--- config.mk ---
export PLATFORM = sky130hd
export DESIGN_NAME = multdiv_iter
export DESIGN_NICKNAME = d
export VERILOG_FILES = /design/src/rtl/multdiv_pkg.sv /design/src/rtl/multdiv_step.sv /design/src/rtl/multdiv_iter.sv
export SDC_FILE = /design/constraint.sdc
export NUM_CORES = 1
export LEC_CHECK = 0
export BUFFER_PORTS_ARGS = -buffer_cell sky130_fd_sc_hd__clkbuf_2
export CORE_UTILIZATION = 40
export CTS_CLUSTER_DIAMETER = 120
export DETAILED_ROUTE_END_ITERATION = 8
export PLACE_DENSITY = 0.62
export REMOVE_ABC_BUFFERS = 1
export SLEW_MARGIN = 20
export SYNTH_ARGS = -nofsm -noshare
export SYNTH_HDL_FRONTEND = slang
export SYNTH_HIERARCHICAL = 1
export SYNTH_SLANG_ARGS = --single-unit
--- constraint.sdc ---
create_clock -name clock -period 4 [get_ports clock]
set_clock_uncertainty 0.05 [all_clocks]
set_input_delay 0.8 -clock clock [delete_from_list [all_inputs] [get_ports clock]]
set_output_delay 0.8 -clock clock [all_outputs]
set_load 0.03 [all_outputs]
--- src/rtl/multdiv_pkg.sv ---
// Shared encodings and sizing helpers for the iterative multiply/divide unit.
package multdiv_pkg;

    typedef enum logic [1:0] {
        IDLE = 2'd0,
        RUN  = 2'd1,
        FIX  = 2'd2,
        DONE = 2'd3
    } state_t;

    typedef enum logic {
        OP_MULT = 1'b0,
        OP_DIV  = 1'b1
    } op_t;

    // Iteration counter must hold WIDTH; never narrower than six bits.
    function automatic int cnt_width(input int width);
        int w;
        w = $clog2(width + 1);
        return (w < 6) ? 6 : w;
    endfunction

endpackage

--- src/rtl/multdiv_step.sv ---
// One iteration of the shared datapath: shift-add for multiply,
// restoring shift-subtract for divide. Purely combinational.
module multdiv_step
    import multdiv_pkg::*;
#(
    parameter int WIDTH = 32
) (
    input  op_t                op,
    input  logic [2*WIDTH-1:0] acc,
    input  logic [WIDTH-1:0]   opd,
    output logic [2*WIDTH-1:0] acc_next
);

    logic [WIDTH:0] sum_s;
    logic [WIDTH:0] pr_s;
    logic [WIDTH:0] diff_s;

    // Multiply: acc = {partial product, remaining multiplier bits}.
    // Divide:   acc = {partial remainder, dividend bits / quotient bits}.
    always_comb begin
        sum_s  = {1'b0, acc[2*WIDTH-1:WIDTH]} + (acc[0] ? {1'b0, opd} : {(WIDTH+1){1'b0}});
        pr_s   = acc[2*WIDTH-1:WIDTH-1];
        diff_s = pr_s - {1'b0, opd};
        if (op == OP_MULT) begin
            acc_next = {sum_s, acc[WIDTH-1:1]};
        end else if (!diff_s[WIDTH]) begin
            acc_next = {diff_s[WIDTH-1:0], acc[WIDTH-2:0], 1'b1};
        end else begin
            acc_next = {pr_s[WIDTH-1:0], acc[WIDTH-2:0], 1'b0};
        end
    end

endmodule

--- src/rtl/multdiv_iter.sv ---
// Iterative signed/unsigned multiply/divide with busy/start handshake;
// WIDTH+2 edges per operation including the sign-fix and done cycles.
module multdiv_iter
    import multdiv_pkg::*;
#(
    parameter int WIDTH = 32
) (
    input  logic             clock,
    input  logic             reset_n,
    input  logic [WIDTH-1:0] data_operandA,
    input  logic [WIDTH-1:0] data_operandB,
    input  logic             ctrl_MULT,
    input  logic             ctrl_DIV,
    input  logic             ctrl_signed,
    output logic [WIDTH-1:0] data_result,
    output logic [WIDTH-1:0] data_resultHi,
    output logic             data_exception,
    output logic             data_resultRDY,
    output logic             busy
);

    localparam int             CW       = cnt_width(WIDTH);
    localparam logic [CW-1:0]  LAST     = CW'(WIDTH - 1);
    localparam logic [CW-1:0]  CNT_ONE  = CW'(1);
    localparam logic [WIDTH-1:0] MIN_VAL = {1'b1, {(WIDTH-1){1'b0}}};
    localparam logic [WIDTH-1:0] ONES    = {WIDTH{1'b1}};
    localparam logic [WIDTH-1:0] ZEROS   = {WIDTH{1'b0}};

    state_t             state_r;
    state_t             state_s;
    logic               start_s;
    op_t                op_r;
    logic               sgn_r;
    logic               neg_lo_r;
    logic               neg_hi_r;
    logic [CW-1:0]      cnt_r;
    logic [WIDTH-1:0]   a_r;
    logic [WIDTH-1:0]   b_r;
    logic [WIDTH-1:0]   opd_r;
    logic [2*WIDTH-1:0] acc_r;
    logic [2*WIDTH-1:0] acc_s;

    logic [WIDTH-1:0]   a_mag_s;
    logic [WIDTH-1:0]   b_mag_s;
    logic [2*WIDTH-1:0] prod_s;
    logic [WIDTH-1:0]   quo_s;
    logic [WIDTH-1:0]   rem_s;
    logic [WIDTH-1:0]   lo_s;
    logic [WIDTH-1:0]   hi_s;
    logic               exc_s;

    multdiv_step #(.WIDTH(WIDTH)) u_step (
        .op       (op_r),
        .acc      (acc_r),
        .opd      (opd_r),
        .acc_next (acc_s)
    );

    // State register
    always_ff @(posedge clock) begin
        if (!reset_n) begin
            state_r <= IDLE;
        end else begin
            state_r <= state_s;
        end
    end

    // Next-state logic; DONE accepts a new start just like IDLE
    always_comb begin
        state_s = state_r;
        start_s = 1'b0;
        case (state_r)
            IDLE, DONE: begin
                if (ctrl_MULT || ctrl_DIV) begin
                    start_s = 1'b1;
                    state_s = RUN;
                end else begin
                    state_s = IDLE;
                end
            end
            RUN: begin
                if (cnt_r == LAST) begin
                    state_s = FIX;
                end else begin
                    state_s = RUN;
                end
            end
            FIX:     state_s = DONE;
            default: state_s = IDLE;
        endcase
    end

    // Operand magnitudes for signed mode; MIN maps to itself as an unsigned magnitude
    always_comb begin
        if (ctrl_signed && data_operandA[WIDTH-1]) begin
            a_mag_s = -data_operandA;
        end else begin
            a_mag_s = data_operandA;
        end
        if (ctrl_signed && data_operandB[WIDTH-1]) begin
            b_mag_s = -data_operandB;
        end else begin
            b_mag_s = data_operandB;
        end
    end

    // Sign correction and exception detection applied on the FIX edge
    always_comb begin
        prod_s = neg_lo_r ? -acc_r : acc_r;
        quo_s  = neg_lo_r ? -acc_r[WIDTH-1:0] : acc_r[WIDTH-1:0];
        rem_s  = neg_hi_r ? -acc_r[2*WIDTH-1:WIDTH] : acc_r[2*WIDTH-1:WIDTH];
        lo_s   = ZEROS;
        hi_s   = ZEROS;
        exc_s  = 1'b0;
        if (op_r == OP_MULT) begin
            lo_s = prod_s[WIDTH-1:0];
            hi_s = prod_s[2*WIDTH-1:WIDTH];
            if (sgn_r) begin
                exc_s = (prod_s[2*WIDTH-1:WIDTH-1] != {(WIDTH+1){1'b0}}) &&
                        (prod_s[2*WIDTH-1:WIDTH-1] != {(WIDTH+1){1'b1}});
            end else begin
                exc_s = (prod_s[2*WIDTH-1:WIDTH] != ZEROS);
            end
        end else if (b_r == ZEROS) begin
            lo_s  = ZEROS;
            hi_s  = a_r;
            exc_s = 1'b1;
        end else if (sgn_r && (a_r == MIN_VAL) && (b_r == ONES)) begin
            lo_s  = MIN_VAL;
            hi_s  = ZEROS;
            exc_s = 1'b1;
        end else begin
            lo_s  = quo_s;
            hi_s  = rem_s;
            exc_s = 1'b0;
        end
    end

    // Operand capture, iteration, and output registers
    always_ff @(posedge clock) begin
        if (!reset_n) begin
            op_r           <= OP_MULT;
            sgn_r          <= 1'b0;
            neg_lo_r       <= 1'b0;
            neg_hi_r       <= 1'b0;
            cnt_r          <= {CW{1'b0}};
            a_r            <= ZEROS;
            b_r            <= ZEROS;
            opd_r          <= ZEROS;
            acc_r          <= {(2*WIDTH){1'b0}};
            data_result    <= ZEROS;
            data_resultHi  <= ZEROS;
            data_exception <= 1'b0;
            data_resultRDY <= 1'b0;
            busy           <= 1'b0;
        end else begin
            data_resultRDY <= 1'b0;
            case (state_r)
                IDLE, DONE: begin
                    if (start_s) begin
                        op_r     <= ctrl_MULT ? OP_MULT : OP_DIV;
                        sgn_r    <= ctrl_signed;
                        neg_lo_r <= ctrl_signed && (data_operandA[WIDTH-1] ^ data_operandB[WIDTH-1]);
                        neg_hi_r <= ctrl_signed && data_operandA[WIDTH-1];
                        a_r      <= data_operandA;
                        b_r      <= data_operandB;
                        opd_r    <= ctrl_MULT ? a_mag_s : b_mag_s;
                        acc_r    <= {ZEROS, (ctrl_MULT ? b_mag_s : a_mag_s)};
                        cnt_r    <= {CW{1'b0}};
                        busy     <= 1'b1;
                    end
                end
                RUN: begin
                    acc_r <= acc_s;
                    cnt_r <= cnt_r + CNT_ONE;
                end
                FIX: begin
                    data_result    <= lo_s;
                    data_resultHi  <= hi_s;
                    data_exception <= exc_s;
                    data_resultRDY <= 1'b1;
                    busy           <= 1'b0;
                end
                default: begin
                end
            endcase
        end
    end

endmodule

Yosys cells after proc, flatten, opt, wreduce, memory -nomap -nowiden

Index checks and enable logic that the tools add are counted.
Widths: inputs -> output; s select.

Bits in registers: 239
Output and inout bits: 67
Logic and storage cells: 82

Add/sub/neg operators: 8
Equal/unequal tests: 8
Mux-type cells: 33
Bitwise gates (word level): 1
Reductions and logical operators: 17

Operators by type and width:

| kind                 | count |
|---|---|
| $mux 32              | 13 |
| $mux 64              | 4 |
| $neg 32->32          | 4 |
| $pmux 64 s2          | 1 |
| $eq 32x32->1 const B | 2 |
| $neg 64->64          | 1 |
| $add 32x33->33       | 1 |
| $ne 33x33->1 const B | 1 |
| $reduce_bool 33->1   | 1 |
| $sub 33x32->33       | 1 |
| $logic_not 32->1     | 1 |
| $reduce_bool 32->1   | 1 |
| $pmux 6 s2           | 1 |
| $mux 1               | 10 |
| $add 6x1->6 const B  | 1 |
| $eq 6x5->1 const B   | 1 |
| $logic_and 1x1->1    | 6 |
| $mux 6               | 1 |
| $pmux 2 s3           | 1 |
| $reduce_and 2->1     | 3 |
| $eq 2x2->1 const B   | 2 |
| $reduce_bool 2->1    | 2 |
| $eq 2x1->1 const B   | 1 |
| $logic_not 2->1      | 1 |
| 6 further kinds      | 6 |

Longest topological paths before layout

Gate-level depths: netlist (run 1).

Depth in word-level cells: 6
Depth in mapped cells: 15

Cells and area by module

Netlist (run 1), hierarchy kept.

By module, submodules not included:

| module       | times used | cells an instance | area an instance (um^2) |
|---|---|---|---|
| multdiv_iter | 1          | 1851              | 13784.5 |
| multdiv_step | 1          | 663               | 4590.7 |

Worst setup path after synthesis (run 1)

No wires, ideal clock.

Path type: register to register
Start: register acc_r[24]
End: register data_exception
Setup time: 0.123 ns
Arrival time: 3.206 ns
Required time: 3.827 ns
Setup slack: 0.621 ns
Stages on the path, launching flop included: 10
Path buffers: 1
Period minus slack after synthesis: 3.379 ns
Cell sequence: dfxtp_1 or4_1 or4_4 or4_1 buf_2 xnor2_1 or4_1 a221o_1 nor3_1 nor3_1

Longest elaborated chain between the ends: 6
Elaborated cells on any way between the ends: 8
Those cells by class: add/sub: 1; eq/ne: 1; mux: 3; reduce/logical: 3

Ends and longest elaborated chain:

| item                                               | line                                     | RTL |
|---|---|---|
| from (decl)                                        | multdiv_iter.sv:40                       | `logic [2*WIDTH-1:0] acc_r;` |
| from (signal assigned)                             | multdiv_iter.sv:150                      | `acc_r <= {(2*WIDTH){1'b0}};` |
| from (signal assigned)                             | multdiv_iter.sv:168                      | `acc_r <= {ZEROS, (ctrl_MULT ? b_mag_s : a_mag_s)};` |
| from (signal assigned)                             | multdiv_iter.sv:174                      | `acc_r <= acc_s;` |
| $neg 64->64 (*)                                    | multdiv_iter.sv:109                      | `prod_s = neg_lo_r ? -acc_r : acc_r;` |
| $mux 64 (*)                                        | multdiv_iter.sv:109                      |  |
| $ne 33x33->1 or $reduce_bool 33->1 (tied branches) | multdiv_iter.sv:120, multdiv_iter.sv:119 |  |
| $logic_and 1x1->1                                  | multdiv_iter.sv:119                      | `exc_s = (prod_s[2*WIDTH-1:WIDTH-1] != {(WIDTH+1){1'b0}}) &&` |
| $mux 1 (*)                                         | multdiv_iter.sv:118                      | `if (sgn_r) begin` |
| $mux 1 (*)                                         | multdiv_iter.sv:115                      | `if (op_r == OP_MULT) begin` |
| to (signal assigned)                               | multdiv_iter.sv:180                      | `data_exception <= exc_s;` |
| to (decl)                                          | multdiv_iter.sv:17                       | `output logic data_exception,` |

Mark *: on every way between the ends. The rest lies on a longest branch, timed or not.
A chain may end at the register's enable or synchronous reset.

Worst setup path in the final report (run 1)

Start: register acc_r[33]
End: register data_resultHi[16]

Longest elaborated chain between the ends: 5
Elaborated cells on any way between the ends: 7
Those cells by class: add/sub: 2; mux: 5

Ends and longest elaborated chain:

| item                 | line                | RTL |
|---|---|---|
| $neg 32->32          | multdiv_iter.sv:111 | `rem_s = neg_hi_r ? -acc_r[2*WIDTH-1:WIDTH] : acc_r[2*WIDTH-1:WIDTH];` |
| $mux 32              | multdiv_iter.sv:111 |  |
| $mux 32              | multdiv_iter.sv:128 | `end else if (sgn_r && (a_r == MIN_VAL) && (b_r == ONES)) begin` |
| $mux 32              | multdiv_iter.sv:124 | `end else if (b_r == ZEROS) begin` |
| $mux 32 (*)          | multdiv_iter.sv:115 |  |
| to (signal assigned) | multdiv_iter.sv:179 | `data_resultHi <= hi_s;` |
| to (decl)            | multdiv_iter.sv:16  | `output logic [WIDTH-1:0] data_resultHi,` |

Marks and branches as above.

==> summary.md, run 1 <==
| Metric | Value |
|---|---|
| Cell area after synthesis | around 0.018 mm² |
| Fraction of registers with async set/reset | 0% |
| Clock slew at reported path FFs | about 0.060 ns |
| Synth area leaders | dfxtp_1 26%, nand2_1 8.8%, a21oi_1 7.0%, xor2_1 5.8%, ha_1 4.8% |
| Congestion Overflow GR | 0 |
| CTS tree | yes |
| Sequential Power Share | between 30% and 40% |
| GR Util All Layers | 29.7% |
| RR Startpoint | acc_r[33] |
| Setup crit end kind | flop |
| CTS Buf Count | 28 |
| Critical-path cell list | inv_1, ha_1, nor3b_1, nand2_1, or3_1, or4b_2, o21ai_0, xor2_1, o211ai_1, o221a_2 |
| Die area | around 0.047 mm² |
| Critical Path RT | about 4.4 ns |
| Count of warnings emitted by yosys | 6 |
| Yosys cell types | 96 |
| Syn avg cell area | approximately 7.3 µm² |
| Slew margin rel. | 35.2% |
| Post-synth EDFFs | 0 |
| Routed Antenna Nets | 0 |
| Yosys top cell area share | 26.0% |
| Net Sw Frac | around a third |
| Worst Min Path Start | data_result[16] |
| Hold Vio Cnt, Final | 0 |
| Least-Margin Pin Slew | 0.968 ns |
| Minimum clock period | about 3.8 ns |
| Initial drt markers | between 1500 and 2000 |
| Port-buffer cells | roughly 140 |
| FP Rows | between 70 and 80 |
| DP HPWL | approximately 55000 µm |
| TritonRoute pass-1 iters | 5 |
| CP Depth | 10 |
| First-pass GRT wire length | roughly 110000 µm |
| Fin cells | 3222 |
| CORE AREA | 0.0454 mm² |
| DP Area | slightly below 0.02 mm² |
| Count leader, synth | nand2_1 |
| Net Sw Power | roughly 0.0026 W |
| Io pins | roughly 140 |
| Layout cells sized above 1 | roughly 15% |
| Top cell type by total area after synthesis | dfxtp_1 |
| CP Class | reg -> reg |
| PD cells | 357 mW/mm² |
| Hold-fix buffers, CTS | 0 |
| Via count | between 15000 and 20000 |
| Total Wirelength | between 70000 and 80000 µm |
| Setup violations, final | 0 |
| Register area share after synthesis | a little over a quarter |
| Vias in the first global route | 18000 |
| Crit Reg-Reg Endpoint | data_resultHi[16] |
| Power share of the clock group | 35.9% |
| Setup TNS | 0 ns |
| Status | complete, no violations |
| CTS root buffer | clkbuf_16 |
| Clk_lat worst skew | about 0.57 ns |
| Initial Utilization | just over 40% |
| Ys flop type | dfxtp_1 |
| Die Y | about 220 µm |
| Int Power | between 0.004 and 0.005 W |
| Initial antenna violation count | 1 |
| Max Freq | between 200 and 300 MHz |
| Sink Count | ~240 |
| WHS Path Cells | 2 |
| Critical path launch point type | flop |
| ANT cells | 0 |
| CP max-delay cell | or4b_2 |
| WL/cell | roughly 22 µm |
| CP Max Fanout | 11 |
| CP peak stage delay | 0.67 ns |
| Tightest Hold Check Type | reg -> reg |
| Routability cong. | 1.03 |
| Final instance area | roughly 0.021 mm² |
| H-Tree Depth | 1 |
| RSZ-0062 raised after global routing | no |
| Synth top cells by count | 433 x nand2_1, 258 x a21oi_1, 239 x dfxtp_1 |
| Leakage Power | 8.26 nW |
| Hold endpoint | data_result[16] |
| R2R Setup Slk | 0.16 ns |
| Logic gate share of total power | around 27% |
| CP bufs+invs | 1 |
| Remaining DRCs | 0 |
| Crit path DAT | between 4 and 5 ns |
| VDD IR max | around 0.00023 V |
| Final nets | approximately 2700 |
| Flops & latches, synth | ~240 |
| Largest net degree at the start of global routing | 90 |
| Vias/cell | 6.01 |
| Placed instance count | 3172 |
| Synth Instances | 2514 |
| Fin crit share | 96.0% |
| Maxcap violations | 0 |
| CP delay by family, top | simple AND/OR/NAND/NOR gates |
| Worst r2r path cells | 10 |
| Width of the die | approximately 220 µm |
| Clk buf depth | 3 |
| Area delta synth->final | 13.4% |
| Max-slew violations | 0 |
==> final cells by class <==
class	instances	area, µm²
inverter	71	269
tap	600	751
multi-input combinational	2030	12600
sequential	239	4790
fill	4628	24500
clock buffer	46	870
clock inverter	3	65.1
timing repair buffer	233	1490
==> routing by layer <==
metal / vias up / routed length (µm) / GRT usage (%)
met1: 9228 / 31300 / 40.6
met2: 846 / 31900 / 47.3
met5: - / 12 / 0
li1: 9145 / - / -
met3: 140 / 5790 / 4.49
met4: 2 / 2630 / 10.3
==> repair_timing <==
| item | in CTS | in global routing |
|---|---|---|
| buffers inserted | 0 | 1 |
| setup endpoints to repair | 0 | 4 |
| hold endpoints to repair | 0 | 0 |
| resized for setup | 0 | 2 |
==> cells in the final DEF, fill, tap and decap left out, drive strengths merged, types with 21 or more instances in the layout <==
cell type  synthesis  final
a21oi            261    261
o221a             21     21
nand2            433    433
nand3             87     87
ha                71     71
xor2             123    123
xnor2             92     92
buf               36     98
nor2             163    163
a21o              24     24
and3              22     22
nor4              35     35
clkbuf           137    181
and2              45     45
o31ai             24     24
o211ai            58     58
nand4             36     36
nor3              46     46
mux2i             29     29
a31oi             35     35
or4               33     33
o21ai            162    162
mux2              31     31
inv               70     71
dfxtp            239    239
==> cell families after synthesis <==
kind of cell / Yosys count / share of synthesized area [%]
AND/OR/NAND/NOR: 978 / 25.3
AO/OA/AOI/OAI: 704 / 24.1
buffers and inverters: 245 / 5.66
flip-flops: 239 / 26.0
XOR/XNOR: 215 / 10.4
adder cells (fa/ha/maj): 73 / 5.05
multiplexers: 60 / 3.48
==> worst register-to-register path, cell delays in order (launching register included) <==
cell	delay [ns]
dfxtp_1	0.43
inv_1	0.17
ha_1	0.28
nor3b_1	0.32
nand2_1	0.31
or3_1	0.47
or4b_2	0.67
o21ai_0	0.25
xor2_1	0.33
o211ai_1	0.15
o221a_2	0.28
==> how the worst max path moves through the flow <==
| stage | slack (ns) | start | endpoint |
|---|---|---|---|
| after floorplan | -4.79 | ctrl_MULT | acc_r[22] |
| after global routing | 0.02 | acc_r[33] | data_resultHi[16] |
| after global placement | 0.23 | acc_r[0] | acc_r[57] |
| after detailed placement | 0.18 | acc_r[0] | acc_r[57] |
| after CTS | 0.16 | acc_r[0] | acc_r[57] |
| final | 0.16 | acc_r[33] | data_resultHi[16] |
==> through the flow <==
step	hold WS (ns)	total power, W	util [%]	setup WS [ns]
after floorplan	0.390	0.00398	-	-4.79
after global placement	0.387	0.00476	43.8	0.230
after detailed placement	0.396	0.00477	43.8	0.178
after CTS	0.410	0.00743	45.9	0.163
after global routing	0.437	0.00775	45.9	0.0186
final	0.406	0.00745	45.9	0.160
==> sequential cells by signal (all words and copies together) (netlist names) <==
signal          count
state_r             2
sgn_r               1
busy                1
data_resultRDY      1
b_r                32
opd_r              32
neg_lo_r            1
data_exception      1
data_result        32
neg_hi_r            1
op_r                1
a_r                32
data_resultHi      32
acc_r              64
cnt_r               6
==> power groups by stage <==
stage	clock network (W)	registers, W	logic (W)
finish	0.00267	0.00273	0.00204
global route	0.00279	0.00274	0.00221
CTS	0.00270	0.00272	0.00201
detailed placement	0	0.00277	0.00200
global placement	0	0.00277	0.00199
floorplan	0	0.00271	0.00127
Power figures use the tool's default switching activity.
==> run 2: changes to the inputs <==
--- a/config.mk
+++ b/config.mk
@@ -9,7 +9,7 @@
 export CORE_UTILIZATION = 40
 export CTS_CLUSTER_DIAMETER = 120
 export DETAILED_ROUTE_END_ITERATION = 8
-export PLACE_DENSITY = 0.62
+export PLACE_DENSITY = 0.6
 export REMOVE_ABC_BUFFERS = 1
 export SLEW_MARGIN = 20
 export SYNTH_ARGS = -nofsm -noshare
==> run 2 against run 1 <==
Against the previous run:
- first-iteration DRC count fell by 10%
- global-route usage grew 0.42 points
- count of clock-buffer cells in the layout decreased by 5
- via count up 0.28%
- final cell count grew 0.19%
- core utilization down 0.17 points
- clock power decreased by 7%
- sequential share of layout area rose by 0.086 points
- wire length rose by 1.8%
- largest cell class unchanged
==> summary.md, run 2 (synthesis results as in run 1) <==
| Metric | Value |
|---|---|
| Status | complete, no violations |
| Hold slack | 0.408 ns (+0.00123 ns) |
| Fin crit share | 95.8% (-0.20 points) |
| CTS root buffer | clkbuf_16 |
| FF/Latch Area | 0.00479 mm² (unchanged) |
| First-pass GRT wire length | 109000 µm (+1.1%) |
| Port-buffer cells | 135 (unchanged) |
| Leakage Power | 8.23 nW (-0.44%) |
| Die Y | 216 µm (unchanged) |
| Worst r2r path cells | 9 (-1) |
| CP delay by family, top | simple AND/OR/NAND/NOR gates |
| CP Depth | 9 (-1) |
| Critical-path cell list | or4_4, nor4_4, nand3_1, or4_1, xnor2_1, or4_1, a221o_1, nor3_1, nor3_1 |
| Clk buf depth | 3 (unchanged) |
| Hold-fix buffers, CTS | 0 (unchanged) |
| Crit path DAT | 4.24 ns (about the same) |
| Sink Count | 239 (unchanged) |
| CTS Buf Count | 29 (+3.6%) |
| TritonRoute pass-1 iters | 5 (unchanged) |
| RSZ-0062 raised after global routing | no |
| Largest net degree at the start of global routing | 105 (+17%) |
| CP peak stage delay | 0.71 ns (+0.04 ns) |
| GR Util All Layers | 30.1% (+0.42 points) |
| Die area | 0.0468 mm² (unchanged) |
| # fillers | 4720 (+2.0%) |
| Area occupied by multi-input gates | 0.0126 mm² (unchanged) |
| Most common cell after layout, fill and taps aside | nand2_1 |
| Remaining DRCs | 0 (unchanged) |
| Routed Antenna Nets | 0 (unchanged) |
| Fin cells | 3228 (+0.19%) |
| Placed instance count | 3176 (+0.13%) |
| PD cells | 350 mW/mm² (-1.9%) |
| VDD IR max | 0.000311 V (+37%) |
| CP max-delay cell | or4_1 |
| Clk_lat worst skew | 0.57 ns (about the same) |
| Layout cells sized above 1 | 14.8% (+0.19 points) |
| Hold Vio Cnt, Final | 0 (unchanged) |
| Max-slew violations | 0 (unchanged) |
| R2R Setup Slk | 0.17 ns (about the same) |
| Slew margin rel. | 36.9% (+1.6 points) |
| FP Rows | 78 (unchanged) |
| Minimum clock period | 3.83 ns (-0.00795 ns) |
| Tightest Hold Check Type | reg -> reg |
| H-Tree Depth | 1 (unchanged) |
| Clock slew at reported path FFs | 0.07 ns (about the same) |
| Initial drt markers | 1692 (-10%) |
| Routability cong. | 0.970 (-5.6%) |
| Initial antenna violation count | 1 (unchanged) |
| Max reg flops | 64 (unchanged) |
| Largest Register | acc_r |
| Via count | 19400 (+0.28%) |
| CP Class | reg -> reg |
| Area delta synth->final | 13.0% |
| CP Max Fanout | 7 (-4) |
| WL/cell | 22.6 µm (+1.7%) |
| Width of the die | 216 µm (unchanged) |
| Maxcap violations | 0 (unchanged) |
| Total Wirelength | 72900 µm (+1.8%) |
| WHS Path Cells | 2 (unchanged) |
| Initial Utilization | 40.5% (unchanged) |
| CTS tree | yes |
| Vias/cell | 6.01 (about the same) |
| Commonest non-fill, non-tap cells in the layout | 433 x nand2_1, 257 x a21oi_1, 237 x dfxtp_1, 161 x nor2_1, 155 x o21ai_0 |
| Vias in the first global route | 18100 (+0.95%) |
| DP HPWL | 55400 µm (+1.1%) |
| Least-Margin Pin Slew | 0.944 ns (-0.0241 ns) |
| Setup crit end kind | flop |
| ANT cells | 0 (unchanged) |
| Io pins | 136 (unchanged) |
| Final nets | 2749 (+0.15%) |
| Critical Path RT | 4.41 ns (about the same) |
| CP bufs+invs | 0 (-1) |
| Critical path launch point type | flop |
| Setup violations, final | 0 (unchanged) |
| CORE AREA | 0.0454 mm² (unchanged) |
| Max Freq | 261 MHz (+0.21%) |
| Congestion Overflow GR | 0 (unchanged) |
run 2: cell types whose count changed in the layout (fill, tap and decap cells not counted):
cell,before,now
a311oi_1,5,6
buf_12,6,3
nor4b_2,1,2
clkbuf_8,8,3
clkinv_2,1,5
nor4b_1,3,2
a311oi_2,1,0
clkinv_4,0,1
clkinvlp_4,0,5
buf_4,92,98
bufinv_16,2,0
run 2: stage by stage:
step | util [%] | setup WS, ns | cell area [µm²] | TNS, ns | total power [W]
after detailed placement | 43.8 | 0.252 | 19900 | 0 | 0.00477
after CTS | 45.7 | 0.254 | 20800 | 0 | 0.00726
after global placement | 43.8 | 0.299 | 19900 | 0 | 0.00476
final | 45.8 | 0.168 | 20800 | 0 | 0.00728
after global routing | 45.8 | 0.0197 | 20800 | 0 | 0.00759
after floorplan | - | -4.79 | 17600 | -447.69 | 0.00398
run 2: tightest hold or removal path: cells and delay by family, from the launching register on:
kind	cells	cell delay, ns
AO/OA/AOI/OAI	1	0.05
AND/OR/NAND/NOR	1	0.04
flip-flops	1	0.33
run 2: final cells by class:
cell class | instances | share of cell area, %
clock inverter | 11 | 0.343
tap | 600 | 3.61
sequential | 239 | 23.1
inverter | 71 | 1.30
clock buffer | 41 | 3.86
multi-input combinational | 2030 | 60.7
timing repair buffer | 236 | 7.08
run 2: repair_timing:
| action | 4_1_cts | 5_1_grt |
|---|---|---|
| setup buffers | 0 | 0 |
| gates resized for setup | 0 | 2 |
| setup endpoints to repair | 0 | 4 |
run 2: report_power, final:
group	internal, W	switching, W	total, W	leakage [nW]
sequential	0.00252	0.000221	0.00274	1.95
clock	0.00139	0.00111	0.00249	0.414
combinational	0.000749	0.00130	0.00204	5.86
run 2: path summary, 6_finish.rpt:
path	start	to
worst max-delay path	acc_r[13]	data_exception
worst max register to register	acc_r[13]	data_exception
worst min-delay path	data_result[10]	data_result[10]
worst min register to register	data_result[10]	data_result[10]
run 2: metal layers:
layer | vias to the layer above | part of all wire [%] | global-route usage (%)
li1 | 9141 | - | -
met1 | 9316 | 44 | 41.5
met2 | 849 | 46 | 49.1
met3 | 110 | 8.0 | 4.07
met4 | 0 | 2.6 | 7.93
met5 | - | 0 | 0
